### src/rtl/ttl_sync_edge.sv
// Single-bit synchroniser chain followed by an edge detector.
// Reset loads the chain with RST_VAL and the previous-value register with POL so no edge appears right after reset.
module ttl_sync_edge #(
  parameter int unsigned STAGES  = 0,
  parameter bit          RST_VAL = 1'b1,
  parameter bit          POL     = 1'b1
) (
  input  logic clk,
  input  logic rst,
  input  logic din,
  output logic dout,
  output logic edge_det
);

  logic prev;

  generate
    if (STAGES == 0) begin : g_direct
      assign dout = din;
    end else begin : g_chain
      logic [STAGES-1:0] chain;
      always_ff @(posedge clk) begin
        if (rst) begin
          chain <= {STAGES{RST_VAL}};
        end else begin
          chain[0] <= din;
          for (int j = 1; j < STAGES; j++) chain[j] <= chain[j-1];
        end
      end
      assign dout = chain[STAGES-1];
    end
  endgenerate

  always_ff @(posedge clk) begin
    if (rst) prev <= POL;
    else     prev <= dout;
  end

  assign edge_det = POL ? (dout & ~prev) : (~dout & prev);

endmodule

### src/rtl/ttl_7474_sync.sv
// BLOCKS independent 7474-style D flip-flops whose Clk pins are sampled data, all running on the one system clock.
// Preset and clear win over a captured edge; both asserted drives Q and Q_bar high together.
module ttl_7474_sync #(
  parameter int unsigned       BLOCKS      = 2,
  parameter int unsigned       SYNC_STAGES = 0,
  parameter logic [BLOCKS-1:0] CLK_POL     = {BLOCKS{1'b1}},
  parameter logic [BLOCKS-1:0] INIT        = {BLOCKS{1'b0}}
) (
  input  logic              clk,
  input  logic              rst,
  input  logic [BLOCKS-1:0] Preset_bar,
  input  logic [BLOCKS-1:0] Clear_bar,
  input  logic [BLOCKS-1:0] D,
  input  logic [BLOCKS-1:0] Clk,
  output logic [BLOCKS-1:0] Q,
  output logic [BLOCKS-1:0] Q_bar,
  output logic [BLOCKS-1:0] Clk_edge
);

  genvar i;
  generate
    for (i = 0; i < BLOCKS; i++) begin : g_blk
      logic clk_s, pre_s, clr_s, edge_hit;
      logic pre_edge_unused, clr_edge_unused;
      logic q_r, both_r, edge_r;

      ttl_sync_edge #(.STAGES(SYNC_STAGES), .RST_VAL(CLK_POL[i]), .POL(CLK_POL[i])) u_clk (
        .clk(clk), .rst(rst), .din(Clk[i]), .dout(clk_s), .edge_det(edge_hit)
      );
      ttl_sync_edge #(.STAGES(SYNC_STAGES), .RST_VAL(1'b1), .POL(1'b1)) u_pre (
        .clk(clk), .rst(rst), .din(Preset_bar[i]), .dout(pre_s), .edge_det(pre_edge_unused)
      );
      ttl_sync_edge #(.STAGES(SYNC_STAGES), .RST_VAL(1'b1), .POL(1'b1)) u_clr (
        .clk(clk), .rst(rst), .din(Clear_bar[i]), .dout(clr_s), .edge_det(clr_edge_unused)
      );

      // An edge seen while preset/clear is held is dropped, but the strobe still reports it.
      always_ff @(posedge clk) begin
        if (rst) begin
          q_r    <= INIT[i];
          both_r <= 1'b0;
          edge_r <= 1'b0;
        end else begin
          edge_r <= edge_hit;
          if (!pre_s && !clr_s) begin
            q_r    <= 1'b1;
            both_r <= 1'b1;
          end else if (!pre_s) begin
            q_r    <= 1'b1;
            both_r <= 1'b0;
          end else if (!clr_s) begin
            q_r    <= 1'b0;
            both_r <= 1'b0;
          end else begin
            both_r <= 1'b0;
            if (edge_hit) q_r <= D[i];
          end
        end
      end

      assign Q[i]        = q_r | both_r;
      assign Q_bar[i]    = ~q_r | both_r;
      assign Clk_edge[i] = edge_r;
    end
  endgenerate

endmodule

### config.mk
export PLATFORM = sky130hd
export DESIGN_NAME = ttl_7474_sync
export DESIGN_NICKNAME = d
export VERILOG_FILES = /design/src/rtl/ttl_sync_edge.sv /design/src/rtl/ttl_7474_sync.sv
export SDC_FILE = /design/constraint.sdc
export NUM_CORES = 1
export LEC_CHECK = 0
export BUFFER_PORTS_ARGS = -buffer_cell sky130_fd_sc_hd__buf_2
export CORE_AREA = 2 2 39 41
export CTS_CLUSTER_SIZE = 25
export DETAILED_ROUTE_END_ITERATION = 8
export DIE_AREA = 0 0 41 43
export GPL_TIMING_DRIVEN = 0
export PLACE_DENSITY = 0.6
export SYNTH_ARGS = -nofsm -noshare
export SYNTH_HDL_FRONTEND = slang
export SYNTH_HIERARCHICAL = 1
export SYNTH_SLANG_ARGS = --single-unit
export TNS_END_PERCENT = 100
### constraint.sdc
create_clock -name clk -period 0.9 [get_ports clk]
set_input_delay 0.18 -clock clk [delete_from_list [all_inputs] [get_ports clk]]
set_output_delay 0.18 -clock clk [all_outputs]
set_load 0.02 [all_outputs]
==> results.py, run 1 <==
metrics = {
    "floorplanning": {
        "die_y_um": 43,
        "fp.dieW_um": 41,
        "ios": 16,
        "initial_core_util": 0.233,
        "core-area_um2": 1380,
        "rows": 14,
        "dieArea_um2": 1760,
    },
    "clock_network": {
        "root_buffer": "clkbuf_4",
        "ctsHtreeMaxLevel": 1,
        "clock_latency_ns": 0.24,
        "post-cts-setup-buffers": 0,
        "clock_sinks": 8,
        "cts_tree": "built",
        "numCtsBuffers": 3,
        "cts.reportedPaths.clkPinSlew_ns": 0.05,
        "cts_buffer_depth": 2,
        "ctsHoldBuffers": 0,
    },
    "synth": {
        "synth_fp_nets": 42,
        "synthCells": 32,
        "syn_area_um2": 323,
        "ys_warn_count": 6,
        "synth_area_per_cell_um2": 10.1,
    },
    "grt": {
        "overflow": 0,
        "grt_max_degree": 11,
        "antenna_found_initial": 0,
        "grt_pass1_vias": 211,
        "grt_pass1_wl_um": 765,
        "globalRouteTotalUtil": 0.0704,
    },
    "detailed_routing": {
        "wl_per_cell_um": 8.00,
        "wirelength_um": 480,
        "num_vias": 240,
        "first_pass_iters": 3,
        "drt_iter0_drc": 2,
        "ant_nets": 0,
        "vias_per_cell": 4.00,
        "drcViolationCount": 0,
    },
    "sta": {
        "period_share": 1.22,
        "maxSlewViolCount": 0,
        "finalHoldViolations": 0,
        "fin_skew_ns": 0.000209,
        "fin_tns_setup_ns": -0.548,
        "post-route-min-period_ns": 1.10,
        "holdWs_ns": 0.101,
        "setup_ws_ns": -0.200,
        "max_freq_mhz": 909,
        "finalSetupViolations": 4,
        "slew_headroom": 0.901,
        "tightest_slew_ns": 0.144,
        "rsz0062_at_grt": "yes",
    },
    "cells_and_area": {
        "fin_area_um2": 463,
        "final_cell_mix": "dfxtp_1 (6), buf_6 (6), buf_2 (5)",
        "antenna_cells": 0,
        "drive_gt1_frac": 0.523,
        "syn_to_final_growth_pct": 43.4,
        "nets": 56,
    },
    "power_and_ir_drop": {
        "p_seq_frac": 0.492,
        "power.net_switching_mw": 0.178,
        "switching_share": 0.227,
        "power.leakage_nw": 0.200,
        "power_density_nw_per_um2": 1690,
        "comb_power_share": 0.175,
        "ir_worst_vdd_v": 0.000583,
        "p_int_mw": 0.606,
        "pwr-share-clk": 0.333,
    },
    "placement": {
        "finalWeightedCongestion": 0.624,
        "io_buffers": 11,
        "dp_hpwl_um": 381,
        "place_area_um2": 398,
    },
    "critical_path": {
        "crit_required_ns": 0.72,
        "end_kind": "output pin",
        "critPathKind": "reg -> out",
        "crit_arrival_ns": 0.92,
        "r2r-start": "g_blk[1].u_clk/prev",
        "worstPathMaxFanout": 3,
        "timing.rr.end": "g_blk[1].q_r",
        "crit_path_start": "g_blk[0].q_r",
        "worstSetupStartpointType": "flop",
        "r2r_slack_ns": 0.05,
        "reg2reg_depth": 3,
    },
    "worst_hold_path": {
        "hold_class": "in -> reg",
        "holdPathStages": 2,
        "min_from": "Clear_bar[1]",
        "min_to": "g_blk[1].both_r",
    },
    "run_status": {
        "outcome": "finished, violations left",
        "violations": "negative setup slack",
    },
    "flow_run": {
        "maxCapViolCount": 0,
    },
}
-- registers in the layout (all words and copies together), names as in the netlist --
register and count:
g_blk.edge_r 2, g_blk.q_r 2, g_blk.u_clk/prev 2, g_blk.both_r 2
-- per-stage QoR --
stage	total power, mW	instances	worst slack (ns)	utilization
floorplan	0.461	32	0.0909	-
global placement	0.497	59	0.00650	0.288
detailed placement	0.499	59	0.00698	0.288
CTS	0.783	60	-0.191	0.323
global route	0.815	60	-0.218	0.335
finish	0.784	60	-0.200	0.335
-- power groups by stage --
stage / Clock [mW] / Combinational (mW) / Sequential [mW]
3_3_place_gp: 0 / 0.110 / 0.387
5_1_grt: 0.280 / 0.148 / 0.387
2_1_floorplan: 0 / 0.0753 / 0.386
3_5_place_dp: 0 / 0.111 / 0.388
4_1_cts: 0.267 / 0.134 / 0.382
6_report: 0.261 / 0.138 / 0.385
-- final cells by class --
cell class	count	area, um2
clock buffers	3	22.5
fillers	148	921
flip-flops and latches	8	163
well taps	16	20.0
plain buffers	4	30.0
multi-input cells	18	135
repair buffers	11	92.6
-- layer usage --
metal / wire [um] / vias up / GRT usage
li1: - / 123 / -
met1: 206 / 106 / 0.0806
met2: 232 / 9 / 0.0844
met3: 29 / 2 / 0.0314
met4: 12 / 0 / 0.0800
met5: 0 / - / 0
-- worst max-delay path, cell delays in order (launching register included) --
cell	delay, ns
dfxtp_2	0.33
or2_1	0.21
buf_6	0.13
-- what timing repair did --
| action | CTS | global route |
|---|---|---|
| setup endpoints to repair | 7 | 6 |
| pin swaps | 2 | 1 |
| resized for setup | 14 | 4 |
-- how the worst max path moves through the flow --
stage / cells past startpoint / to / slack, ns
6_report: 2 / Q[0] / -0.20
5_1_grt: 2 / Q[1] / -0.22
4_1_cts: 2 / Q[1] / -0.19
3_5_place_dp: 4 / g_blk[0].q_r / 0.007
3_3_place_gp: 4 / g_blk[1].q_r / 0.006
2_1_floorplan: 3 / g_blk[0].q_r / 0.09
Note: power is estimated with default switching activity, not from simulation.
==> inputs of run 2 (changes only) <==
--- a/config.mk
+++ b/config.mk
@@ -12,6 +12,7 @@
 export DIE_AREA = 0 0 41 43
 export GPL_TIMING_DRIVEN = 0
 export PLACE_DENSITY = 0.6
+export SETUP_SLACK_MARGIN = 0.02
 export SYNTH_ARGS = -nofsm -noshare
 export SYNTH_HDL_FRONTEND = slang
 export SYNTH_HIERARCHICAL = 1
==> results.py, run 2 (same netlist as run 1, synthesis figures left out) <==
metrics = {
    "run_status": {
        "outcome": "finished, violations left",
        "violations": "negative setup slack",
    },
    "cells_and_area": {
        "final_util": 0.335,
        "antenna_cells": 0,
        "fin_area_um2": 464,
        "mostFrequentLayoutCell": "buf_6",
        "nets": 56,
        "final_cell_mix": "buf_6 (6), dfxtp_1 (5), buf_2 (5)",
        "syn_to_final_growth_pct": 43.8,
        "drive_gt1_frac": 0.545,
        "fill_cells": 147,
    },
    "sta": {
        "period_share": 1.22,
        "post-route-min-period_ns": 1.10,
        "max_freq_mhz": 909,
        "maxSlewViolCount": 0,
        "rsz0062_at_grt": "yes",
        "slew_headroom": 0.901,
        "finalHoldViolations": 0,
        "tightest_slew_ns": 0.144,
        "fin_skew_ns": 0.000209,
        "finalSetupViolations": 4,
        "setup_ws_ns": -0.200,
    },
    "critical_path": {
        "r2r-start": "g_blk[1].u_clk/prev",
        "worstSetupStartpointType": "flop",
        "crit_required_ns": 0.72,
        "r2r_slack_ns": 0.05,
        "end_kind": "output pin",
        "crit_path_start": "g_blk[0].q_r",
        "worstSetupEndpoint": "Q[0]",
        "critPathKind": "reg -> out",
        "timing.rr.end": "g_blk[1].q_r",
        "worstPathMaxFanout": 3,
        "reg2reg_depth": 3,
        "crit_arrival_ns": 0.92,
    },
    "placement": {
        "io_buffers": 11,
        "finalWeightedCongestion": 0.624,
        "dp_hpwl_um": 381,
        "place_area_um2": 398,
    },
    "detailed_routing": {
        "wirelength_um": 480,
        "num_vias": 240,
        "ant_nets": 0,
        "drcViolationCount": 0,
        "wl_per_cell_um": 8.00,
        "first_pass_iters": 3,
        "drt_iter0_drc": 2,
        "vias_per_cell": 4.00,
    },
    "grt": {
        "globalRouteTotalUtil": 0.0714,
        "grt_pass1_wl_um": 779,
        "antenna_found_initial": 0,
        "overflow": 0,
        "grt_max_degree": 11,
        "grt_pass1_vias": 213,
    },
    "floorplanning": {
        "initial_core_util": 0.233,
        "ios": 16,
        "dieArea_um2": 1760,
        "core-area_um2": 1380,
        "rows": 14,
        "fp.dieW_um": 41,
        "die_y_um": 43,
    },
    "clock_network": {
        "cts_tree": "built",
        "numCtsBuffers": 3,
        "ctsHtreeMaxLevel": 1,
        "clock_sinks": 8,
        "root_buffer": "clkbuf_4",
        "clock_latency_ns": 0.24,
        "cts_buffer_depth": 2,
        "ctsHoldBuffers": 0,
        "cts.reportedPaths.clkPinSlew_ns": 0.05,
    },
    "flow_run": {
        "maxCapViolCount": 0,
    },
    "power_and_ir_drop": {
        "power_density_nw_per_um2": 1690,
        "power.leakage_nw": 0.201,
        "ir_worst_vdd_v": 0.000583,
    },
    "worst_hold_path": {
        "holdPathStages": 2,
        "hold_class": "in -> reg",
    },
}
[run 2: where the power goes]
group / internal [mW] / leakage [nW] / switching (mW)
registers: 0.374 / 0.0666 / 0.0113
clock network: 0.152 / 0.0138 / 0.109
logic: 0.0802 / 0.121 / 0.0573
total: 0.606 / 0.201 / 0.178
[run 2: what timing repair did]
| action | 4_1_cts | 5_1_grt |
|---|---|---|
| buffers inserted | 0 | 0 |
| pin swaps | 2 | 1 |
| cloned | 0 | 0 |
| setup endpoints to repair | 8 | 6 |
| gates resized for setup | 15 | 4 |
[run 2: how the worst min path moves through the flow]
stage	from	to
after floorplan	rst	g_blk[0].both_r
after global placement	Clear_bar[0]	g_blk[0].both_r
after detailed placement	Clear_bar[1]	g_blk[1].both_r
after CTS	Clear_bar[1]	g_blk[1].both_r
after global routing	Clear_bar[0]	g_blk[0].both_r
final	Clear_bar[1]	g_blk[1].both_r
[run 2: worst max-delay path: stages, from the launching register on]
cell	delay, ns
dfxtp_2	0.33
or2_1	0.21
buf_6	0.13
[run 2: metal layers]
layer	global-route usage	routed length, um
met5	0	0
met4	0.0800	12
met3	0.0314	29
met2	0.0844	232
met1	0.0839	206
[run 2: cell type report]
type | instances | area [um2] | share of cell area
Sequential cell | 8 | 164 | 0.353
Clock buffer | 3 | 22.5 | 0.0485
Timing Repair Buffer | 11 | 92.6 | 0.199
Multi-Input combinational cell | 18 | 135 | 0.291
Buffer | 4 | 30.0 | 0.0647
Tap cell | 16 | 20.0 | 0.0431
[run 2: per-stage QoR]
stage                     power [mW]  hold slack, ns  TNS [ns]  worst slack [ns]  std cells
after global routing           0.815           0.101    -0.660            -0.218         60
after CTS                      0.784          0.0963    -0.572            -0.191         60
after detailed placement       0.499           0.354         0           0.00698         59
after global placement         0.497           0.355         0           0.00650         59
final                          0.784           0.101    -0.548            -0.200         60
after floorplan                0.461           0.251         0            0.0909         32
==> inputs of run 3 (changes only) <==
--- a/config.mk
+++ b/config.mk
@@ -5,13 +5,14 @@
 export SDC_FILE = /design/constraint.sdc
 export NUM_CORES = 1
 export LEC_CHECK = 0
+export ABC_AREA = 1
 export BUFFER_PORTS_ARGS = -buffer_cell sky130_fd_sc_hd__buf_2
 export CORE_AREA = 2 2 39 41
 export CTS_CLUSTER_SIZE = 25
 export DETAILED_ROUTE_END_ITERATION = 8
 export DIE_AREA = 0 0 41 43
 export GPL_TIMING_DRIVEN = 0
-export PLACE_DENSITY = 0.6
+export PLACE_DENSITY = 0.65
 export SETUP_SLACK_MARGIN = 0.02
 export SYNTH_ARGS = -nofsm -noshare
 export SYNTH_HDL_FRONTEND = slang
==> results.py, run 3 <==
metrics = {
    "run_status": {
        "outcome": "finished, violations left",
        "violations": "negative setup slack",
    },
    "sta": {
        "max_freq_mhz": 1030,
        "finalSetupViolations": 4,
        "slew_headroom": 0.913,
        "holdWs_ns": 0.0825,
        "post-route-min-period_ns": 0.975,
        "rsz0062_at_grt": "yes",
        "finalHoldViolations": 0,
        "period_share": 1.08,
        "setup_ws_ns": -0.0750,
        "tightest_slew_ns": 0.131,
        "fin_skew_ns": 0.0000661,
        "maxSlewViolCount": 0,
    },
    "synth": {
        "synth_area_per_cell_um2": 7.03,
        "synthCells": 52,
        "syn_area_um2": 365,
        "ys_warn_count": 6,
        "synth_fp_nets": 62,
    },
    "placement": {
        "finalWeightedCongestion": 0.671,
        "place_area_um2": 440,
        "io_buffers": 11,
        "dp.cells": 79,
        "pre_cts_slack_ns": 0.149,
        "dp_hpwl_um": 440,
    },
    "detailed_routing": {
        "wl_per_cell_um": 6.59,
        "drcViolationCount": 0,
        "ant_nets": 0,
        "num_vias": 306,
        "wirelength_um": 540,
        "drt_iter0_drc": 1,
        "vias_per_cell": 3.73,
        "first_pass_iters": 3,
    },
    "flow_run": {
        "maxCapViolCount": 0,
    },
    "cells_and_area": {
        "fin_area_um2": 509,
        "drive_gt1_frac": 0.500,
        "finalNonFillerCells": 82,
        "syn_to_final_growth_pct": 39.4,
        "final_cell_mix": "nand2_1 (11), inv_1 (11), buf_4 (6), buf_6 (6)",
        "antenna_cells": 0,
        "nets": 78,
    },
    "floorplanning": {
        "initial_core_util": 0.264,
        "die_y_um": 43,
        "fp.dieW_um": 41,
        "rows": 14,
        "ios": 16,
        "core-area_um2": 1380,
        "dieArea_um2": 1760,
    },
    "clock_network": {
        "root_buffer": "clkbuf_4",
        "clock_sinks": 8,
        "cts_buffer_depth": 2,
        "ctsHtreeMaxLevel": 1,
        "clock_latency_ns": 0.25,
        "cts.reportedPaths.clkPinSlew_ns": 0.05,
        "cts_tree": "built",
        "ctsHoldBuffers": 0,
        "numCtsBuffers": 3,
    },
    "critical_path": {
        "crit_required_ns": 0.72,
        "end_kind": "output pin",
        "crit_arrival_ns": 0.80,
        "worstSetupStartpointType": "flop",
        "worstPathMaxFanout": 2,
        "reg2reg_depth": 5,
        "critPathKind": "reg -> out",
    },
    "grt": {
        "antenna_found_initial": 0,
        "globalRouteTotalUtil": 0.0807,
        "grt_max_degree": 9,
        "grt_pass1_vias": 240,
        "grt_pass1_wl_um": 834,
        "overflow": 0,
    },
    "power_and_ir_drop": {
        "power.leakage_nw": 0.282,
        "ir_worst_vdd_v": 0.000559,
        "power_density_nw_per_um2": 1590,
    },
    "worst_hold_path": {
        "holdPathStages": 2,
        "hold_class": "in -> reg",
    },
}
run 3: critical path, cell delays in order, from the launching register on:
cell and delay [ns]:
dfxtp_2 0.31, inv_2 0.05, nand2_1 0.05, buf_6 0.13
run 3: repair_timing:
item	in CTS	in global routing
gates resized for setup	18	3
endpoints found under the setup margin	6	6
endpoints found under the hold margin	0	0
buffers inserted	2	0
pin swaps	1	0
run 3: path summary, 6_finish.rpt:
kind / slack, ns / to / startpoint
hold / removal: 0.08 / g_blk[1].both_r / Clear_bar[1]
hold reg to reg: 0.49 / g_blk[0].edge_r / g_blk[0].u_clk/prev
setup / recovery: -0.08 / Q_bar[1] / g_blk[1].both_r
setup reg to reg: 0.17 / g_blk[1].q_r / g_blk[1].q_r
run 3: final cells by class:
class | instances | area, um2
Fill cell | 154 | 875
Sequential cell | 8 | 166
Multi-Input combinational cell | 24 | 110
Timing Repair Buffer | 13 | 108
Inverter | 14 | 52.6
Buffer | 4 | 30.0
Clock buffer | 3 | 22.5
Tap cell | 16 | 20.0
run 3: layer usage:
layer | up-vias | GRT usage | wire length [um]
li1 | 168 | - | -
met1 | 123 | 0.0686 | 218
met2 | 11 | 0.109 | 255
met3 | 4 | 0.0314 | 28
met4 | 0 | 0.120 | 38
met5 | - | 0 | 0
run 3: per-stage QoR:
stage                     setup TNS, ns   util  total power [mW]
final                            -0.281  0.368             0.812
after global routing             -0.423  0.368             0.855
after detailed placement              0  0.318             0.511
after global placement                0  0.318             0.508
after CTS                        -0.310  0.364             0.819
after floorplan                       0      -             0.472
run 3: power breakdown:
group | internal [mW] | switching (mW)
Clock | 0.152 | 0.119
Sequential | 0.375 | 0.00892
Combinational | 0.0820 | 0.0748
